[src/rtl/axi4_lite_mult_engine.sv]
// AXI4-Lite slave wrapping an unsigned WIDTH x WIDTH shift-add multiplier.
// Operands, control, 2*WIDTH-bit product, status and ID are exposed as 32-bit registers.
module axi4_lite_mult_engine #(
    parameter int          WIDTH    = 16,
    parameter int          ADDR_W   = 8,
    parameter logic [31:0] ID_VALUE = 32'h4D554C02
) (
    input  logic              S_AXI_ACLK,
    input  logic              S_AXI_ARESET,
    input  logic [ADDR_W-1:0] S_AXI_AWADDR,
    input  logic              S_AXI_AWVALID,
    output logic              S_AXI_AWREADY,
    input  logic [31:0]       S_AXI_WDATA,
    input  logic [3:0]        S_AXI_WSTRB,
    input  logic              S_AXI_WVALID,
    output logic              S_AXI_WREADY,
    output logic [1:0]        S_AXI_BRESP,
    output logic              S_AXI_BVALID,
    input  logic              S_AXI_BREADY,
    input  logic [ADDR_W-1:0] S_AXI_ARADDR,
    input  logic              S_AXI_ARVALID,
    output logic              S_AXI_ARREADY,
    output logic [31:0]       S_AXI_RDATA,
    output logic [1:0]        S_AXI_RRESP,
    output logic              S_AXI_RVALID,
    input  logic              S_AXI_RREADY,
    output logic              irq
);

    localparam int CNT_W = $clog2(WIDTH + 1);

    localparam logic [2:0] IDX_A    = 3'd0;
    localparam logic [2:0] IDX_B    = 3'd1;
    localparam logic [2:0] IDX_CTRL = 3'd2;
    localparam logic [2:0] IDX_PLO  = 3'd3;
    localparam logic [2:0] IDX_PHI  = 3'd4;
    localparam logic [2:0] IDX_STAT = 3'd5;
    localparam logic [2:0] IDX_ID   = 3'd6;
    localparam logic [2:0] IDX_NONE = 3'd7;

    typedef enum logic [0:0] {ST_IDLE = 1'b0, ST_RUN = 1'b1} state_t;

    logic              awready_r, wready_r, bvalid_r, arready_r, rvalid_r;
    logic [1:0]        bresp_r, rresp_r;
    logic [31:0]       rdata_r;
    state_t            state_r;
    logic [WIDTH-1:0]  a_r, b_r, mplier_r;
    logic [2*WIDTH-1:0] mcand_r, acc_r, p_r;
    logic [CNT_W-1:0]  cnt_r;
    logic              done_r, ovr_r, irq_en_r;

    logic              wr_hs_s, wr_err_s, wr_ok_s, start_s, stat_clr_s, ctrl_wr_s, last_s;
    logic [2:0]        wr_idx_s, rd_idx_s;
    logic              rd_hs_s;
    logic [31:0]       rd_data_s;
    logic [1:0]        rd_resp_s;
    logic [2*WIDTH-1:0] addend_s;
    logic [63:0]       p_ext_s;

    // Word index 0..6 for mapped offsets, IDX_NONE otherwise; byte lane bits are dropped.
    function automatic logic [2:0] decode_idx(input logic [ADDR_W-1:0] addr);
        logic [ADDR_W-1:0] word;
        word = addr >> 2;
        if (word < ADDR_W'(7)) begin
            decode_idx = word[2:0];
        end else begin
            decode_idx = IDX_NONE;
        end
    endfunction

    function automatic logic [WIDTH-1:0] merge_strb(input logic [WIDTH-1:0] old_v,
                                                    input logic [31:0] new_v,
                                                    input logic [3:0] strb);
        for (int i = 0; i < WIDTH; i++) begin
            if (strb[i/8]) begin
                merge_strb[i] = new_v[i];
            end else begin
                merge_strb[i] = old_v[i];
            end
        end
    endfunction

    // Write-side decode and datapath helpers.
    always_comb begin
        wr_hs_s    = awready_r & wready_r & S_AXI_AWVALID & S_AXI_WVALID;
        wr_idx_s   = decode_idx(S_AXI_AWADDR);
        case (wr_idx_s)
            IDX_A, IDX_B, IDX_CTRL, IDX_STAT: wr_err_s = 1'b0;
            default:                          wr_err_s = 1'b1;
        endcase
        wr_ok_s    = wr_hs_s & ~wr_err_s;
        ctrl_wr_s  = wr_ok_s & (wr_idx_s == IDX_CTRL) & S_AXI_WSTRB[0];
        start_s    = ctrl_wr_s & S_AXI_WDATA[0];
        stat_clr_s = wr_ok_s & (wr_idx_s == IDX_STAT) & S_AXI_WSTRB[0];
        if (mplier_r[0]) begin
            addend_s = mcand_r;
        end else begin
            addend_s = {(2*WIDTH){1'b0}};
        end
        last_s = (cnt_r == CNT_W'(WIDTH - 1));
    end

    // Read-side decode and register readback mux.
    always_comb begin
        rd_hs_s   = arready_r & S_AXI_ARVALID;
        rd_idx_s  = decode_idx(S_AXI_ARADDR);
        p_ext_s   = 64'(p_r);
        rd_resp_s = 2'b00;
        case (rd_idx_s)
            IDX_A:    rd_data_s = 32'(a_r);
            IDX_B:    rd_data_s = 32'(b_r);
            IDX_CTRL: rd_data_s = {30'd0, irq_en_r, 1'b0};
            IDX_PLO:  rd_data_s = p_ext_s[31:0];
            IDX_PHI:  rd_data_s = p_ext_s[63:32];
            IDX_STAT: rd_data_s = {29'd0, ovr_r, (state_r == ST_RUN), done_r};
            IDX_ID:   rd_data_s = ID_VALUE;
            default: begin
                rd_data_s = 32'd0;
                rd_resp_s = 2'b10;
            end
        endcase
    end

    // Write address/data acceptance and write response.
    always_ff @(posedge S_AXI_ACLK or posedge S_AXI_ARESET) begin
        if (S_AXI_ARESET) begin
            awready_r <= 1'b0;
            wready_r  <= 1'b0;
            bvalid_r  <= 1'b0;
            bresp_r   <= 2'b00;
        end else begin
            awready_r <= ~awready_r & S_AXI_AWVALID & S_AXI_WVALID & ~bvalid_r;
            wready_r  <= ~wready_r & S_AXI_AWVALID & S_AXI_WVALID & ~bvalid_r;
            if (wr_hs_s) begin
                bvalid_r <= 1'b1;
                bresp_r  <= wr_err_s ? 2'b10 : 2'b00;
            end else if (S_AXI_BREADY) begin
                bvalid_r <= 1'b0;
            end
        end
    end

    // Read address acceptance and registered read data.
    always_ff @(posedge S_AXI_ACLK or posedge S_AXI_ARESET) begin
        if (S_AXI_ARESET) begin
            arready_r <= 1'b0;
            rvalid_r  <= 1'b0;
            rdata_r   <= 32'd0;
            rresp_r   <= 2'b00;
        end else begin
            arready_r <= ~arready_r & S_AXI_ARVALID & ~rvalid_r;
            if (rd_hs_s) begin
                rvalid_r <= 1'b1;
                rdata_r  <= rd_data_s;
                rresp_r  <= rd_resp_s;
            end else if (S_AXI_RREADY) begin
                rvalid_r <= 1'b0;
            end
        end
    end

    // Register file and multiplier FSM.
    always_ff @(posedge S_AXI_ACLK or posedge S_AXI_ARESET) begin
        if (S_AXI_ARESET) begin
            state_r  <= ST_IDLE;
            a_r      <= {WIDTH{1'b0}};
            b_r      <= {WIDTH{1'b0}};
            mplier_r <= {WIDTH{1'b0}};
            mcand_r  <= {(2*WIDTH){1'b0}};
            acc_r    <= {(2*WIDTH){1'b0}};
            p_r      <= {(2*WIDTH){1'b0}};
            cnt_r    <= {CNT_W{1'b0}};
            done_r   <= 1'b0;
            ovr_r    <= 1'b0;
            irq_en_r <= 1'b0;
        end else begin
            if (wr_ok_s && wr_idx_s == IDX_A) begin
                a_r <= merge_strb(a_r, S_AXI_WDATA, S_AXI_WSTRB);
            end
            if (wr_ok_s && wr_idx_s == IDX_B) begin
                b_r <= merge_strb(b_r, S_AXI_WDATA, S_AXI_WSTRB);
            end
            if (ctrl_wr_s) begin
                irq_en_r <= S_AXI_WDATA[1];
            end
            // Clears come first so a completion in the same cycle still sets DONE.
            if (stat_clr_s) begin
                if (S_AXI_WDATA[0]) begin
                    done_r <= 1'b0;
                end
                if (S_AXI_WDATA[2]) begin
                    ovr_r <= 1'b0;
                end
            end
            case (state_r)
                ST_IDLE: begin
                    if (start_s) begin
                        mcand_r  <= {{WIDTH{1'b0}}, a_r};
                        mplier_r <= b_r;
                        acc_r    <= {(2*WIDTH){1'b0}};
                        cnt_r    <= {CNT_W{1'b0}};
                        done_r   <= 1'b0;
                        state_r  <= ST_RUN;
                    end
                end
                ST_RUN: begin
                    if (start_s) begin
                        ovr_r <= 1'b1;
                    end
                    acc_r    <= acc_r + addend_s;
                    mcand_r  <= mcand_r << 1;
                    mplier_r <= mplier_r >> 1;
                    cnt_r    <= cnt_r + CNT_W'(1);
                    if (last_s) begin
                        p_r     <= acc_r + addend_s;
                        done_r  <= 1'b1;
                        state_r <= ST_IDLE;
                    end
                end
                default: state_r <= ST_IDLE;
            endcase
        end
    end

    assign S_AXI_AWREADY = awready_r;
    assign S_AXI_WREADY  = wready_r;
    assign S_AXI_BVALID  = bvalid_r;
    assign S_AXI_BRESP   = bresp_r;
    assign S_AXI_ARREADY = arready_r;
    assign S_AXI_RVALID  = rvalid_r;
    assign S_AXI_RDATA   = rdata_r;
    assign S_AXI_RRESP   = rresp_r;
    assign irq           = done_r & irq_en_r;

endmodule
[config.mk]
export PLATFORM = sky130hd
export DESIGN_NAME = axi4_lite_mult_engine
export DESIGN_NICKNAME = d
export VERILOG_FILES = /design/src/rtl/axi4_lite_mult_engine.sv
export SDC_FILE = /design/constraint.sdc
export NUM_CORES = 1
export LEC_CHECK = 0
export CAP_MARGIN = 20
export CORE_ASPECT_RATIO = 1.4
export CORE_MARGIN = 3
export CORE_UTILIZATION = 50
export CTS_CLUSTER_DIAMETER = 50
export DETAILED_ROUTE_END_ITERATION = 8
export PLACE_DENSITY = 0.74
export SLEW_MARGIN = 20
export SYNTH_ARGS = -nofsm -noshare
export SYNTH_HDL_FRONTEND = slang
export SYNTH_SLANG_ARGS = --single-unit
[constraint.sdc]
create_clock -name S_AXI_ACLK -period 6.4 [get_ports S_AXI_ACLK]
set_clock_uncertainty 0.2 [all_clocks]
set_input_delay 0.96 -clock S_AXI_ACLK [delete_from_list [all_inputs] [get_ports S_AXI_ACLK]]
set_output_delay 0.96 -clock S_AXI_ACLK [all_outputs]
set_load 0.005 [all_outputs]
# After elaboration in Yosys (flattened, before gate mapping)

Index checks and enable logic that the tools add are counted.

Register bits: 194
Input bits: 59
Logic and storage cells: 104

$add $sub $neg: 2
Order comparisons: 2
Eq/ne operators: 11
Multiplexer cells: 30
Bitwise gates (word level): 25
Reductions and logical operators: 13

Operators with widths:

| kind                | count |
|---|---|
| $pmux 32 s6         | 1 |
| $pmux 32 s2         | 2 |
| $mux 32             | 3 |
| $add 32x32->32      | 1 |
| $pmux 16 s2         | 1 |
| $and 1x1->1         | 19 |
| $mux 16             | 1 |
| $mux 1              | 14 |
| $eq 3x3->1 const B  | 4 |
| $lt 6x3->1 const B  | 2 |
| $pmux 5 s2          | 1 |
| $reduce_and 2->1    | 5 |
| $eq 3x2->1 const B  | 3 |
| $reduce_or 7->1     | 1 |
| $eq 3x1->1 const B  | 2 |
| $logic_not 3->1     | 2 |
| $mux 3              | 2 |
| $not 1->1           | 6 |
| $add 5x1->5 const B | 1 |
| $eq 5x4->1 const B  | 1 |
| $mux 5              | 1 |
| $mux 2              | 2 |
| $pmux 1 s2          | 2 |
| $reduce_bool 2->1   | 2 |
| 3 further kinds     | 4 |

# Logic depth before layout (Yosys ltp)

Depth after elaboration: 10
Mapped depth: 12

# Least setup slack after synthesis

Ideal clock, no wire load.

Path kind: reg2reg
Start point: register mplier_r[0]
End point: register p_r[30]
Setup time: 0.125 ns
Arrival time: 2.716 ns
Data required time: 6.075 ns
Setup slack: 3.359 ns
Stages on the path, launching flop included: 13
Path buffers: 1
Clock period less this slack: 3.041 ns
Cells stage by stage: dfrtp_1 -> clkbuf_1 -> and2_1 -> ha_1 -> fa_1 -> a21o_1 -> nand4_1 -> nand2_2 -> a311oi_2 -> o221a_4 -> o41ai_2 -> xor2_1 -> mux2_2

Cells in the longest elaborated chain, start to end: 2

RTL lines:

| element                | line | RTL |
|---|---|---|
| from (decl)            | 47   | `logic [WIDTH-1:0] a_r, b_r, mplier_r;` |
| from (signal assigned) | 168  | `mplier_r <= {WIDTH{1'b0}};` |
| from (signal assigned) | 199  | `mplier_r <= b_r;` |
| from (signal assigned) | 212  | `mplier_r <= mplier_r >> 1;` |
| $mux 32                | 95   | `if (mplier_r[0]) begin` |
| $add 32x32->32         | 215  | `p_r <= acc_r + addend_s;` |
| to (signal assigned)   | 171  | `p_r <= {(2*WIDTH){1'b0}};` |
| to (signal assigned)   | 215  |  |
| to (decl)              | 48   | `logic [2*WIDTH-1:0] mcand_r, acc_r, p_r;` |

No other way between the ends.
A chain may end at the register's enable or synchronous reset.

# Worst setup path in the final report

Start point: register mplier_r[0]
End point: register p_r[24]

The elaborated chain is that of the path after synthesis.

==> summary.md <==
| Metric | Value |
|---|---|
| Run status | `finished, final reports clean` |
| Share of cells above drive strength 1 | `0.120` |
| Number of setup buffers added after CTS | `0` |
| Number of global-route vias before repair | `7545` |
| Final wirelength | `23.0 mm` |
| Critical Path Start Type | `flop` |
| Adder-Cell Fraction of Synth Area | `0.0434` |
| VDD IR max | `0.162 mV` |
| Mapped Cells | `963` |
| Die height | `173 um` |
| First-pass GRT wire length | `37.8 mm` |
| Worst skew pair latency | `0.44 ns` |
| Yosys top cell by area | `dfrtp_1` |
| Routability Congestion | `0.884` |
| Synth Register Bits | `192` |
| Synthesized area | `9980 um2` |
| Sequential-to-total area share from yosys stat | `0.481` |
| CP cell instances | `and2_1, ha_1, fa_1, a21o_1, nand4_1, a2111oi_2, o31a_1, nand3_1, o21ai_1, xor2_1, mux2_2` |
| DP Wirelength | `15.9 mm` |
| Synth Flop Type | `dfrtp_1` |
| Post-synth EDFFs | `0` |
| Post-route setup TNS | `0 ns` |
| Sw Share | `0.246` |
| RR Endpoint | `p_r[24]$_DFFE_PP0P_` |
| Cts hold-fix bufs | `0` |
| Final Cycle Share | `0.588` |
| Clock sinks | `192` |
| RR Startpoint | `mplier_r[0]$_DFFE_PP0P_` |
| Largest family of logic cells by synthesized area | `compound AO/OA/AOI/OAI gates` |
| Tightest Pin Transition | `1.10 ns` |
| Detailed-route via count | `7425` |
| Initial antenna violation count | `0` |
| Post-Synth Simple-Gate Area | `0.131` |
| Clock power frac | `0.433` |
| Clock Tree Root | `clkbuf_16` |
| Worst-path clk slew | `0.08 ns` |
| Max Slew Vio Count | `0` |
| Pin count of the biggest net entering global routing | `116` |
| Synth Area per Inst | `10.4 um2` |
| Starting density of the core | `0.513` |
| Router iterations before antenna repair | `5` |
| Max cap viols | `0` |
| Worst-path fanout max | `33` |
| Final Hold Viols | `0` |
| Pre-CTS setup slack | `2.64 ns` |
| Synth warn | `0` |
| Antenna viol nets, final | `0` |
| Fin nets | `1098` |
| Count leader, synth | `dfrtp_1` |
| Drt first-iter violations | `488` |
| Drt wl/cell | `18.1 um` |
| Power Density | `210 nW/um2` |
| CP max-delay cell | `dfrtp_1` |
| Fill cells | `1669` |
| Worst stage delay on the critical path | `0.98 ns` |
| Fmax | `266 MHz` |
| Core Region | `19400 um2` |
| Data arrival, critical path | `3.88 ns` |
| Pwr Total | `2.38 mW` |
| Die span in x | `125 um` |
| Setup crit end kind | `flop` |
| Buffers and inverters on the worst path | `0` |
| Worst reg-to-reg setup slack | `2.64 ns` |
| Xor-xnor portion of the synthesized cell area | `0.0290` |
| Synth cell types | `75` |
| Asr flop ratio synth | `1.00` |
| WHS | `0.260 ns` |
| CP Depth | `11` |
| Area of the die | `21700 um2` |
| Int Pwr | `1.79 mW` |
| RSZ-0062 raised after global routing | `no` |
| Compound-gate portion of the synthesized area | `0.173` |
| CTS Buf Count | `17` |
| Sequential power share | `0.519` |
| Resized cells post-CTS | `0` |
| Worst slew margin | `0.265` |
| Kind of critical path | `reg2reg` |
| Worst hold stages | `1` |
| Synth top cells by count | `192 x dfrtp_1, 151 x nand2_1, 107 x o21ai_0, 54 x mux2_2, 51 x a21oi_1` |
| Worst setup margin | `2.64 ns` |
| WP data required | `6.52 ns` |
| Count of non-filler cells in the finished layout | `1266` |
| Post-route DRC | `0` |
| Leakage Power | `5.28 nW` |
| Crit path capture | `p_r[24]$_DFFE_PP0P_` |
| Setup crit start | `mplier_r[0]$_DFFE_PP0P_` |
| GR Util All Layers | `0.213` |
| Tmin final | `3.76 ns` |
| Site row count | `60` |
| Delay-heaviest family, CP | `compound AO/OA/AOI/OAI gates` |
| Ant. Diodes | `0` |
| Final Setup Violations | `0` |
| Synth top area cells | `dfrtp_1 48%, mux2_2 6.1%, nand2_1 5.7%` |
| CTS max path bufs | `2` |
| Switching pwr | `0.586 mW` |
| Synthesis-to-layout area growth | `13.4%` |
| Hold Path Class | `reg2reg` |
| GR Overflow Total | `0` |
| H-tree Lvls | `4` |
| I/O pin cnt | `101` |
| Comb power frac | `0.048` |
| Post-synthesis mux area share | `0.0961` |
| Via density | `5.86` |
| CTS tree | `done` |
| Buffers on Ports | `76` |
| Placed insts | `1234` |
| Yosys top cell area share | `0.481` |
| Worst R2R Path Depth | `11` |
==> sequential cells by signal, indices dropped and copies added, names as in the netlist, 5 cells and up <==
signal       count
S_AXI_RDATA     32
a_r             16
acc_r           32
b_r             16
cnt_r            5
mcand_r         32
mplier_r        16
p_r             32
==> stage by stage <==
stage | utilization | instance area, um2
2_1_floorplan | - | 9990
3_3_place_gp | 0.553 | 10700
3_5_place_dp | 0.553 | 10700
4_1_cts | 0.582 | 11300
5_1_grt | 0.582 | 11300
6_report | 0.582 | 11300
==> metal layers <==
| layer | track usage | up-vias | share of wire |
|---|---|---|---|
| li1 | - | 3519 | - |
| met1 | 0.254 | 3676 | 0.41 |
| met2 | 0.379 | 182 | 0.52 |
| met3 | 0.0349 | 48 | 0.036 |
| met4 | 0.0904 | 0 | 0.033 |
| met5 | 0 | - | 0 |
==> layout by cell type, fill, tap and decap left out, types with 4 or more instances in the layout <==
master and n:
a21oi_1 51, and2_1 32, a21o_1 11, or3_1 4, nand4_1 13, nand3_1 6, a22oi_1 4, xor2_1 13
buf_4 10, a211oi_1 4, mux2_2 54, o22ai_1 4, o21ai_0 107, nand2b_1 4, a22o_1 31, o21ai_1 8
mux2i_1 34, clkinv_4 4, dfrtp_1 191, xnor2_1 20, inv_8 6, nor2_1 27, ha_1 33, nand2_1 151
nor2b_1 4, nor3_1 9, inv_1 9, o21a_1 4, clkbuf_16 17, a222oi_1 10, clkdlybuf4s50_1 76
==> worst min-delay path by stage <==
stage,from,slack [ns],end
finish,S_AXI_RVALID$_DFFE_PP0P_,0.26,S_AXI_ARREADY$_DFF_PP0_
global route,S_AXI_ARREADY$_DFF_PP0_,0.28,S_AXI_ARREADY$_DFF_PP0_
CTS,S_AXI_ARREADY$_DFF_PP0_,0.26,S_AXI_ARREADY$_DFF_PP0_
detailed placement,S_AXI_ARREADY$_DFF_PP0_,0.25,S_AXI_ARREADY$_DFF_PP0_
global placement,S_AXI_RVALID$_DFFE_PP0P_,0.25,S_AXI_ARREADY$_DFF_PP0_
floorplan,ovr_r$_DFF_PP0_,0.25,ovr_r$_DFF_PP0_
==> power groups by stage <==
stage	clock network (mW)	registers (mW)	logic, mW
after CTS	1.05	1.24	0.117
after global routing	1.10	1.24	0.128
after detailed placement	0	1.26	0.117
after floorplan	0	1.26	0.0608
final	1.03	1.24	0.115
after global placement	0	1.26	0.116
==> area by class of cell <==
cell class | instances | area, um2 | share of cell area
Timing Repair Buffer | 86 | 836 | 0.0738
Tap cell | 248 | 310 | 0.0274
Multi-Input combinational cell | 698 | 4750 | 0.419
Clock inverter | 14 | 145 | 0.0128
Inverter | 10 | 45.0 | 0.00398
Clock buffer | 18 | 429 | 0.0379
Sequential cell | 192 | 4810 | 0.425
==> cell families after synthesis <==
kind of cell | Yosys count
simple gates | 274
flops | 192
xor+xnor | 33
fa+ha+maj | 34
mux | 89
other cells | 1
buf+inv | 74
compound gates | 266
(Power assumes the default switching activity.)
